### src/rtl/lc3_memaccess_ctrl_if.sv
// Execute-stage request and data-memory bus of the LC3 memory-access controller.
// The master modport is the controller side; the slave modport is the environment.
interface lc3_memaccess_ctrl_if #(
  parameter int unsigned ADDR_W = 16,
  parameter int unsigned DATA_W = 16
);
  logic              start;
  logic [1:0]        op;
  logic [ADDR_W-1:0] addr_in;
  logic [DATA_W-1:0] data_in;
  logic [DATA_W-1:0] DMem_dout;
  logic              DMem_ack;
  logic              DMem_req;
  logic [ADDR_W-1:0] DMem_addr;
  logic [DATA_W-1:0] Dmem_din;
  logic              DMem_rd;
  logic [DATA_W-1:0] memout;
  logic              busy;
  logic              done;
  logic              err;

  modport master (
    input  start, op, addr_in, data_in, DMem_dout, DMem_ack,
    output DMem_req, DMem_addr, Dmem_din, DMem_rd, memout, busy, done, err
  );

  modport slave (
    output start, op, addr_in, data_in, DMem_dout, DMem_ack,
    input  DMem_req, DMem_addr, Dmem_din, DMem_rd, memout, busy, done, err
  );
endinterface

### src/rtl/lc3_memaccess_ctrl.sv
// LC3 memory-access stage: direct/indirect loads and stores over a req/ack data-memory
// bus with variable latency and a per-access wait timeout.
module lc3_memaccess_ctrl #(
  parameter int unsigned ADDR_W   = 16,
  parameter int unsigned DATA_W   = 16,
  parameter int unsigned MAX_WAIT = 8
) (
  input logic                  clock,
  input logic                  reset,
  lc3_memaccess_ctrl_if.master bus
);

  localparam int unsigned CNT_W = (MAX_WAIT > 1) ? $clog2(MAX_WAIT) : 1;
  localparam int unsigned LIMIT = (MAX_WAIT > 0) ? MAX_WAIT - 1 : 0;

  typedef enum logic [2:0] {
    S_IDLE,
    S_PTR,
    S_GAP,
    S_ACC,
    S_DONE
  } state_t;

  state_t            state, state_n;
  logic [1:0]        op_q, op_n;
  logic [DATA_W-1:0] data_q, data_n;
  logic [CNT_W-1:0]  cnt, cnt_n;
  logic              req_q, req_n;
  logic [ADDR_W-1:0] addr_q, addr_n;
  logic [DATA_W-1:0] din_q, din_n;
  logic              rd_q, rd_n;
  logic [DATA_W-1:0] memout_q, memout_n;
  logic              busy_q, busy_n;
  logic              done_q, done_n;
  logic              err_q, err_n;
  logic              timeout_c;

  // Last unacknowledged request cycle of the allowed window
  assign timeout_c = (MAX_WAIT != 0) && (cnt == CNT_W'(LIMIT));

  always_ff @(posedge clock or negedge reset) begin
    if (!reset) begin
      state    <= S_IDLE;
      op_q     <= '0;
      data_q   <= '0;
      cnt      <= '0;
      req_q    <= 1'b0;
      addr_q   <= '0;
      din_q    <= '0;
      rd_q     <= 1'b1;
      memout_q <= '0;
      busy_q   <= 1'b0;
      done_q   <= 1'b0;
      err_q    <= 1'b0;
    end else begin
      state    <= state_n;
      op_q     <= op_n;
      data_q   <= data_n;
      cnt      <= cnt_n;
      req_q    <= req_n;
      addr_q   <= addr_n;
      din_q    <= din_n;
      rd_q     <= rd_n;
      memout_q <= memout_n;
      busy_q   <= busy_n;
      done_q   <= done_n;
      err_q    <= err_n;
    end
  end

  // Bus outputs are computed for the state being entered, so they are registered with it
  always_comb begin
    state_n  = state;
    op_n     = op_q;
    data_n   = data_q;
    cnt_n    = cnt;
    req_n    = 1'b0;
    addr_n   = addr_q;
    din_n    = din_q;
    rd_n     = rd_q;
    memout_n = memout_q;
    busy_n   = 1'b0;
    done_n   = 1'b0;
    err_n    = 1'b0;

    case (state)
      S_IDLE: begin
        rd_n = 1'b1;
        if (bus.start) begin
          op_n   = bus.op;
          data_n = bus.data_in;
          cnt_n  = '0;
          req_n  = 1'b1;
          addr_n = bus.addr_in;
          if (bus.op[0]) begin
            state_n = S_PTR;
          end else begin
            state_n = S_ACC;
            rd_n    = ~bus.op[1];
            if (bus.op[1]) din_n = bus.data_in;
          end
        end
      end

      S_PTR: begin
        if (bus.DMem_ack) begin
          state_n = S_GAP;
          addr_n  = bus.DMem_dout[ADDR_W-1:0];
        end else if (timeout_c) begin
          state_n = S_DONE;
          done_n  = 1'b1;
          err_n   = 1'b1;
        end else begin
          req_n = 1'b1;
          cnt_n = cnt + CNT_W'(1);
        end
      end

      // Pointer already sits in addr_q; set up the data access
      S_GAP: begin
        state_n = S_ACC;
        req_n   = 1'b1;
        cnt_n   = '0;
        rd_n    = ~op_q[1];
        if (op_q[1]) din_n = data_q;
      end

      S_ACC: begin
        if (bus.DMem_ack) begin
          state_n = S_DONE;
          done_n  = 1'b1;
          if (!op_q[1]) memout_n = bus.DMem_dout;
        end else if (timeout_c) begin
          state_n = S_DONE;
          done_n  = 1'b1;
          err_n   = 1'b1;
        end else begin
          req_n = 1'b1;
          cnt_n = cnt + CNT_W'(1);
        end
      end

      S_DONE: begin
        state_n = S_IDLE;
        rd_n    = 1'b1;
      end

      default: state_n = S_IDLE;
    endcase

    busy_n = (state_n != S_IDLE);
  end

  assign bus.DMem_req  = req_q;
  assign bus.DMem_addr = addr_q;
  assign bus.Dmem_din  = din_q;
  assign bus.DMem_rd   = rd_q;
  assign bus.memout    = memout_q;
  assign bus.busy      = busy_q;
  assign bus.done      = done_q;
  assign bus.err       = err_q;

endmodule

### src/flat_wrapper.sv
// flat-port wrapper written by rule: the top's interface ports become plain ports
module lc3_memaccess_ctrl_flat 
#(
  parameter int unsigned ADDR_W   = 16,
  parameter int unsigned DATA_W   = 16,
  parameter int unsigned MAX_WAIT = 8
)
  (clock, reset, bus_start, bus_op, bus_addr_in, bus_data_in, bus_DMem_dout, bus_DMem_ack, bus_DMem_req, bus_DMem_addr, bus_Dmem_din, bus_DMem_rd, bus_memout, bus_busy, bus_done, bus_err);
  lc3_memaccess_ctrl_if #(.ADDR_W(ADDR_W), .DATA_W(DATA_W)) bus_i ();
  input logic clock;
  input logic reset;
  input wire logic [$bits(bus_i.start)-1:0] bus_start;
  input wire logic [$bits(bus_i.op)-1:0] bus_op;
  input wire logic [$bits(bus_i.addr_in)-1:0] bus_addr_in;
  input wire logic [$bits(bus_i.data_in)-1:0] bus_data_in;
  input wire logic [$bits(bus_i.DMem_dout)-1:0] bus_DMem_dout;
  input wire logic [$bits(bus_i.DMem_ack)-1:0] bus_DMem_ack;
  output wire logic [$bits(bus_i.DMem_req)-1:0] bus_DMem_req;
  output wire logic [$bits(bus_i.DMem_addr)-1:0] bus_DMem_addr;
  output wire logic [$bits(bus_i.Dmem_din)-1:0] bus_Dmem_din;
  output wire logic [$bits(bus_i.DMem_rd)-1:0] bus_DMem_rd;
  output wire logic [$bits(bus_i.memout)-1:0] bus_memout;
  output wire logic [$bits(bus_i.busy)-1:0] bus_busy;
  output wire logic [$bits(bus_i.done)-1:0] bus_done;
  output wire logic [$bits(bus_i.err)-1:0] bus_err;
  assign bus_i.start = bus_start;
  assign bus_i.op = bus_op;
  assign bus_i.addr_in = bus_addr_in;
  assign bus_i.data_in = bus_data_in;
  assign bus_i.DMem_dout = bus_DMem_dout;
  assign bus_i.DMem_ack = bus_DMem_ack;
  assign bus_DMem_req = bus_i.DMem_req;
  assign bus_DMem_addr = bus_i.DMem_addr;
  assign bus_Dmem_din = bus_i.Dmem_din;
  assign bus_DMem_rd = bus_i.DMem_rd;
  assign bus_memout = bus_i.memout;
  assign bus_busy = bus_i.busy;
  assign bus_done = bus_i.done;
  assign bus_err = bus_i.err;
  lc3_memaccess_ctrl #(.ADDR_W(ADDR_W), .DATA_W(DATA_W), .MAX_WAIT(MAX_WAIT)) u_core (.clock(clock), .reset(reset), .bus(bus_i));
endmodule
### config.mk
export PLATFORM = sky130hd
export DESIGN_NAME = lc3_memaccess_ctrl_flat
export DESIGN_NICKNAME = d
export VERILOG_FILES = /design/src/rtl/lc3_memaccess_ctrl_if.sv /design/src/rtl/lc3_memaccess_ctrl.sv /design/src/flat_wrapper.sv
export SDC_FILE = /design/constraint.sdc
export NUM_CORES = 1
export LEC_CHECK = 0
export CAP_MARGIN = 20
export CORE_MARGIN = 3
export CORE_UTILIZATION = 30
export CTS_CLUSTER_SIZE = 8
export DETAILED_ROUTE_END_ITERATION = 12
export MAX_ROUTING_LAYER = met4
export PLACE_DENSITY_LB_ADDON = 0.2
export SLEW_MARGIN = 20
export SYNTH_ARGS = -nofsm -noshare
export SYNTH_HDL_FRONTEND = slang
export SYNTH_SLANG_ARGS = --single-unit
### constraint.sdc
create_clock -name clock -period 1.75 [get_ports clock]
set_clock_uncertainty 0.05 [all_clocks]
set_input_delay 0.35 -clock clock [delete_from_list [all_inputs] [get_ports clock]]
set_output_delay 0.35 -clock clock [all_outputs]
set_load 0.005 [all_outputs]
# After elaboration in Yosys (flattened, before gate mapping)
# Cells that the tools add are included.
# totals
reg_bits	77
word_cells	69
# classes
addsub	1
n_eq_ne	12
muxes	30
bitwise	2
n_reduce_logical	12
# op_table
operator	count
16-bit two-way mux	6
16-bit one-hot mux with 2 select lines	2
3-bit two-way mux	7
2-bit != test, second input constant	6
3-bit one-hot mux with 4 select lines	1
1-bit two-way mux	9
3-bit one-hot mux with 3 select lines	1
3-bit nonzero test	3
3-bit by 2-bit == test with 1-bit output, second input constant	2
3-bit == test, second input constant	2
1-bit one-hot mux with 3 select lines	2
3-bit AND reduction	2
5-bit AND reduction	1
4-bit AND reduction	1
2-bit nonzero test	2
3-bit by 1-bit adder with 3-bit output, second input constant	1
3-bit by 1-bit == test with 1-bit output, second input constant	1
3-bit logical NOT	1
2-bit two-way mux	1
2-bit by 1-bit != test with 1-bit output, second input constant	1
1-bit inverter	2
1-bit one-hot mux with 2 select lines	1
2-bit AND reduction	1
2-bit OR reduction	1

# Logic depth before layout (Yosys ltp)
# Gate-level depths: netlist (run 1).
# logic_depth
word_depth	5
mapped_depth	6
mapped_depth_nobuf	6

# Worst setup path before layout (run 1)
# OpenSTA, ideal clock, no wires.
# synth_timing
path_kind	register -> register
start	register u_core.state[1]
end	register u_core.addr_q[10], in the netlist u_core.bus.DMem_addr[10]
setup_time_ps	125
t_arrival_ps	1761
t_required_ps	1575
slack_ps	-186
stages_incl_launch_ff	6
n_path_buf	2
cell_sequence	dfrtp_1 > buf_4 > nor3b_2 > buf_2 > mux2_2 > mux2_2
# synth_via
elab_chain_len	3
word_cells_on_any_way	7
classes_between	eq/ne (3); mux (1); reduce/logical (3)
# synth_rtl
item	line	rtl
from (decl)	lc3_memaccess_ctrl.sv:24	state_t state, state_n;
from (signal assigned)	lc3_memaccess_ctrl.sv:56	state <= state_n;
3-bit by 1-bit == test with 1-bit output / 3-bit logical NOT (equally long branches)	lc3_memaccess_ctrl.sv:86	case (state)
2-bit != test (no source line) / 2-bit nonzero test (equally long branches)	-	
3-bit AND reduction (no source line)	-	
to (signal assigned)	lc3_memaccess_ctrl.sv:61	addr_q <= addr_n;
to (decl)	lc3_memaccess_ctrl.sv:29	logic [ADDR_W-1:0] addr_q, addr_n;
# Parallel ways exist; a longest one is shown, timed or not.
# A chain may end at the register's enable or synchronous reset.

# Final worst setup path (run 1)
# layout_timing
start	register u_core.state[2]
end	register u_core.addr_q[10], in the netlist u_core.bus.DMem_addr[10]
# Same word-level chain as after synthesis.

==> metrics.cfg, run 1 <==
[synthesis]
yosys_warnings = 0
synth_ff_type = dfrtp_1
synth_edf_count = 0
synth.most_common_cell = mux2_2
synth_largest_area_cell = dfrtp_1
yosysSeqAreaShare_pct = 55.45
yosys-top-cells-count = 100 x mux2_2, 75 x dfrtp_1, 7 x buf_4, 7 x nand2_1
yosysUniqueCellTypes = 32
syn_inst = 230
async_flop_share_pct = 100.0
synth.cell_area_mm2 = 0.003432
yosysTopAreaCellShare_pct = 54.68
syn_area_per_cell_um2 = 14.92
synthTopCellsByArea = dfrtp_1 55%, mux2_2 33%, buf_4 1.5%
syn_nets = 287
synth_seq_cells = 76

[clock_network]
cts_buffer_depth = 2
ctsHoldBuffers = 0
clkSinkCount = 76
cts-root-buf = clkbuf_16
tritoncts = built
htreeDepth = 3
cts_buffers = 9
clkLatencyLatePin_ns = 0.32
clk_pin_slew_ns = 0.06

[floorplanning]
die_area_mm2 = 0.01276
start_util_pct = 31.11
die_h_um = 113.0
die_w_um = 113.0
ioPinCount = 107
core_mm2 = 0.01103
rows = 38

[worst_setup_path]
ff2ff_path_depth = 6
critPathMaxFanout = 8
end_kind = flop
crit_type = reg -> reg
worstPathArrival_ns = 1.96
critPathLaunchType = flop
required_ns = 1.91

[drt]
ant_nets = 0
wirelength_um = 8800
dr.pass1.iters = 4
drt_iter0_drc = 60
wl_per_cell_um = 16.92
vias = 2400
drc = 0
vias_per_cell = 4.615

[power]
p_per_area_mw_per_mm2 = 1928
p_leak_nw = 2.521
ir_worst_vdd_mv = 0.7466

[min_path]
hold_class = in -> async

[sta]
timing.hold.ws_ns = -0.01326
finalCriticalPeriod_ns = 1.795
slew_violations = 0
max_freq_mhz = 557.1
setup_viol = 34
slew_headroom_pct = 72.25
rsz0062_at_grt = yes
hold_violations = 13
setup_ws_ns = -0.04489
worst_pin_slew_ns = 0.4163
finalCritPeriodShare_pct = 102.6

[layout]
nNetsFinal = 432
antenna_cells = 0
seqCellArea_mm2 = 0.001907
fillCellCount = 977
area_delta_synth_final_pct = 66.75
multi_input_area_mm2 = 0.001749
drive_above_1_share_pct = 45.00

[global_route]
antenna_found_initial = 0
grt_use_total_pct = 14.22
grt_pass1_vias = 2528
grt_pass1_wl_um = 13600
grt_max_degree = 77
grt_overflow = 0

[job]
max-cap-violations = 0

[placement]
gp_congestion = 0.7716
io_buffers = 106
hpwlAfterDp_um = 5658
pre_cts_ws_ns = -0.5014

[status]
violations = negative hold slack, negative setup slack
status = finished with violations

sequential cells by signal, summed over array words and instances, names as in the netlist:
| signal | cells |
|---|---|
| u_core.bus.DMem_req | 1 |
| u_core.data_q | 16 |
| u_core.bus.done | 1 |
| u_core.op_q | 1 |
| u_core.bus.DMem_addr | 16 |
| u_core.bus.DMem_rd | 1 |
| u_core.state | 3 |
| u_core.bus.err | 1 |
| u_core.bus.Dmem_din | 16 |
| u_core.bus.busy | 1 |
| u_core.bus.memout | 16 |
| u_core.cnt | 3 |
stage by stage:
stage / cell area (um2) / setup TNS, ns / instances / total power [mW] / utilization (%)
after floorplan: 3578 / -1.269 / 230 / 5.733 / -
after global placement: 4987 / -15.54 / 490 / 7.862 / 45.21
after detailed placement: 4987 / -16.46 / 490 / 7.969 / 45.21
after CTS: 5507 / -1.518 / 514 / 10.65 / 49.92
after global routing: 5723 / -2.954 / 520 / 11.63 / 51.88
final: 5723 / -0.8883 / 520 / 11.03 / 51.88
timing repair:
action                                  4_1_cts  5_1_grt
gates cloned                                  2        2
endpoints found under the setup margin       49       53
resized for setup                            25       40
pin swaps                                     4        3
setup buffers                                 6        4
critical path, cell delays in order, from the launching register on:
cell       delay [ns]
dfrtp_2          0.45
buf_6            0.14
nor3b_4          0.17
buf_6            0.15
clkbuf_16        0.17
mux2_4           0.30
mux2_4           0.25
kinds of logic (layout without fill, tap and decap cells):
| logic type | Yosys count | count (layout) | synth area share, % |
|---|---|---|---|
| multiplexers | 101 | 101 | 33.10 |
| flip-flops | 76 | 76 | 55.45 |
| AND/OR/NAND/NOR | 23 | 23 | 4.157 |
| buffers and inverters | 14 | 164 | 2.625 |
| AO/OA/AOI/OAI | 13 | 13 | 3.573 |
| adder cells (fa/ha/maj) | 3 | 3 | 1.094 |
layer usage:
layer / up-vias / part of all wire, % / GRT usage, %
met5: - / 0 / -
met1: 1215 / 45 / 18.01
li1: 1126 / - / -
met4: 0 / 1.4 / 5.288
met2: 48 / 50 / 22.83
met3: 11 / 3.4 / 2.567
layout by cell type, fill, tap and decap left out, types with 3 or more instances in the layout:
cell type and instances:
clkbuf_16 12, bufinv_16 3, clkdlybuf4s50_1 101, buf_6 6, buf_4 23, buf_12 7
dfrtp_1 72, a21oi_1 3, dlygate4sd2_1 4, mux2_2 31, dfrtp_2 3, mux2_4 69
nand2_1 7
area by class of cell:
| type | instances | area share, % |
|---|---|---|
| Sequential cell | 76 | 33.32 |
| Clock buffer | 12 | 4.482 |
| Tap cell | 140 | 3.061 |
| Timing Repair Buffer | 145 | 26.72 |
| Clock inverter | 4 | 1.662 |
| Inverter | 3 | 0.1968 |
| Multi-Input combinational cell | 140 | 30.56 |
worst paths after layout:
check | startpoint | endpoint | slack [ns]
setup / recovery | u_core.state[2]$_DFF_PN0_ | u_core.bus.DMem_addr[10]$_DFFE_PN0P_ | -0.04
hold / removal | reset | u_core.bus.DMem_addr[3]$_DFFE_PN0P_ | -0.01
setup reg to reg | u_core.state[2]$_DFF_PN0_ | u_core.bus.DMem_addr[10]$_DFFE_PN0P_ | -0.04
hold reg to reg | u_core.data_q[5]$_DFFE_PN0P_ | u_core.data_q[5]$_DFFE_PN0P_ | 0.45
max in group asynchronous | reset | u_core.bus.DMem_rd$_DFFE_PN1P_ | 1.32
min in group clock | bus_op[1] | u_core.op_q[1]$_DFFE_PN0P_ | 0.36
power breakdown:
part           switching, mW  internal, mW
clock                  0.696          1.47
combinational           1.79          3.90
sequential             0.516          2.66
(Power assumes the default switching activity.)
==> inputs of run 2 (changes only) <==
--- a/config.mk
+++ b/config.mk
@@ -8,6 +8,7 @@
 export CAP_MARGIN = 20
 export CORE_MARGIN = 3
 export CORE_UTILIZATION = 30
+export CTS_BUF_LIST = sky130_fd_sc_hd__clkbuf_8
 export CTS_CLUSTER_SIZE = 8
 export DETAILED_ROUTE_END_ITERATION = 12
 export MAX_ROUTING_LAYER = met4
==> run 2 against run 1 <==
Net effect:
- power fell by 3.9%
- largest power group unchanged
- the flow finishes with violations (negative setup slack)
- via count hardly changed
- utilization shrank 0.59 points
- sequential share of layout area grew 0.38 points
- final cell count rose by 0.19%
- sequential power is essentially flat
- critical path depth fell by 1
- worst hold slack better by 0.36 ns
- combinational power up 1%
- die area unchanged
==> metrics.cfg, run 2 (synthesis results as in run 1) <==
[sta]
max_freq_mhz = 554.7  ; -0.43%
finalSetupTns_ns = -1.110  ; -0.2219 ns
worst_pin_slew_ns = 0.4211  ; +0.004763 ns
timing.hold.ws_ns = 0.3455  ; +0.3587 ns
slew_headroom_pct = 71.93  ; -0.32 points
slew_violations = 0  ; unchanged
hold_violations = 0  ; -13
setup_viol = 38  ; +12%
rsz0062_at_grt = yes
finalCriticalPeriod_ns = 1.803  ; +0.007749 ns
finalCritPeriodShare_pct = 103.0  ; +0.44 points
setup_ws_ns = -0.05264  ; -0.007749 ns

[clock_network]
clk_pin_slew_ns = 0.08  ; +0.02 ns
clkSinkCount = 76  ; unchanged
cts-root-buf = clkbuf_8
cts_buffer_depth = 2  ; unchanged
tritoncts = built
clkLatencyLatePin_ns = 0.34  ; +0.02 ns
htreeDepth = 3  ; unchanged
cts_buffers = 9  ; unchanged

[drt]
vias = 2401  ; +0.042%
wl_per_cell_um = 17.09  ; +0.98%
vias_per_cell = 4.608  ; -0.15%
wirelength_um = 8903  ; +1.2%
ant_nets = 0  ; unchanged
drc = 0  ; unchanged
met2_length_um = 4397  ; -0.23%
highest_layer = met4
dr.pass1.iters = 4  ; unchanged
drt_iter0_drc = 77  ; +28%
met3_length_um = 306  ; +2.7%
m1WireLength_um = 4031  ; +1.5%

[power]
p_per_area_mw_per_mm2 = 1873  ; -2.8%
seqPwrFrac_pct = 30.0  ; +1.2 points
power_mw = 10.60  ; -3.9%
p_leak_nw = 2.506  ; -0.59%
ir_worst_vdd_mv = 0.7566  ; +1.3%
p_sw_mw = 2.969  ; -1.2%
power_frac_clock_pct = 15.6  ; -4.0 points
power.share.combinational_pct = 54.4  ; +2.8 points
swShare_pct = 28.01  ; +0.76 points
p_int_mw = 7.630  ; -4.9%

[layout]
final_cells = 521  ; +0.19%
layout_common_cells = 101 x clkdlybuf4s50_1, 75 x mux2_4, 72 x dfrtp_1, 25 x mux2_2, 22 x buf_4
fin_area_mm2 = 0.005658  ; -1.1%
nNetsFinal = 433  ; +0.23%
fillCellCount = 982  ; +0.51%
drive_above_1_share_pct = 44.88  ; -0.12 points
utilization_pct = 51.29  ; -0.59 points
layout_commonest_cell = clkdlybuf4s50_1
area_delta_synth_final_pct = 64.86
antenna_cells = 0  ; unchanged

[global_route]
grt_pass1_vias = 2516  ; -0.47%
grt_use_total_pct = 14.33  ; +0.11 points
grt_overflow = 0  ; unchanged
grt_pass1_wl_um = 13700  ; +0.76%
grt_max_degree = 77  ; unchanged
antenna_found_initial = 0  ; unchanged

[worst_setup_path]
crit_type = reg -> reg
end_kind = flop
required_ns = 1.93  ; +0.02 ns
critPathMaxFanout = 16  ; +8
worstPathArrival_ns = 1.98  ; +0.02 ns
critPathLaunchType = flop

[status]
status = finished with violations
violations = negative setup slack

[floorplanning]
start_util_pct = 31.11  ; unchanged
core_mm2 = 0.01103  ; unchanged
die_h_um = 113.0  ; unchanged
ioPinCount = 107  ; unchanged
rows = 38  ; unchanged
die_w_um = 113.0  ; unchanged
die_area_mm2 = 0.01276  ; unchanged

[placement]
pre_cts_ws_ns = -0.5014  ; unchanged
gp_congestion = 0.7716  ; unchanged
hpwlAfterDp_um = 5658  ; unchanged
io_buffers = 106  ; unchanged
post-place-cells = 490  ; unchanged
place_area_mm2 = 0.004987  ; unchanged

[min_path]
hold_class = in -> reg

[job]
max-cap-violations = 0  ; unchanged

-- run 2: changes by cell type in the layout (fill, tap and decap cells not counted), sizes merged --
cell         change
dlygate4sd3      +1
clkbuf           -1
inv              +1
-- run 2: final cells by class --
| class | count | area, um2 | area share (%) |
|---|---|---|---|
| clock buffer | 11 | 151.4 | 2.676 |
| clock inverter | 5 | 98.84 | 1.747 |
| inverter | 3 | 11.26 | 0.1990 |
| multi-input combinational | 140 | 1772 | 31.31 |
| sequential | 76 | 1907 | 33.70 |
| tap | 140 | 175.2 | 3.096 |
| timing repair buffer | 146 | 1543 | 27.27 |
-- run 2: final timing paths --
path / startpoint / endpoint / slack [ns] / cells past startpoint
max: u_core.state[0]$_DFF_PN0_ / u_core.bus.Dmem_din[0]$_DFFE_PN0P_ / -0.05 / 5
min: bus_op[1] / u_core.op_q[1]$_DFFE_PN0P_ / 0.35 / 2
max reg2reg: u_core.state[0]$_DFF_PN0_ / u_core.bus.Dmem_din[0]$_DFFE_PN0P_ / -0.05 / 5
min reg2reg: u_core.data_q[5]$_DFFE_PN0P_ / u_core.data_q[5]$_DFFE_PN0P_ / 0.46 / 1
max in group asynchronous: reset / u_core.bus.DMem_rd$_DFFE_PN1P_ / 0.78 / 3
min in group asynchronous: reset / u_core.bus.DMem_addr[3]$_DFFE_PN0P_ / 0.52 / 3
-- run 2: layer usage --
metal  GRT usage [%]  up-vias
li1                -     1127
met4           5.288        0
met3           2.513       14
met5               -        -
met1           18.33     1211
met2           22.87       49
-- run 2: power by group through the flow --
stage | clock network [mW] | registers [mW] | logic, mW
4_1_cts | 1.70 | 3.16 | 5.33
5_1_grt | 1.78 | 3.31 | 6.12
3_3_place_gp | 0 | 3.14 | 4.72
2_1_floorplan | 0 | 3.13 | 2.60
6_report | 1.65 | 3.18 | 5.77
3_5_place_dp | 0 | 3.17 | 4.80
-- run 2: worst max-delay path: stages, from the launching register on --
cell	delay, ns
dfrtp_2	0.49
buf_6	0.15
nor3b_4	0.20
buf_12	0.20
mux2_2	0.35
mux2_4	0.25
-- run 2: timing repair --
| action | 4_1_cts | 5_1_grt |
|---|---|---|
| gates cloned | 2 | 2 |
| pin swaps | 4 | 4 |
| buffers inserted | 6 | 4 |
| endpoints found under the setup margin | 48 | 53 |
| resized for setup | 31 | 41 |
| hold endpoints to repair | 75 | 0 |
| hold buffers | 1 | 0 |
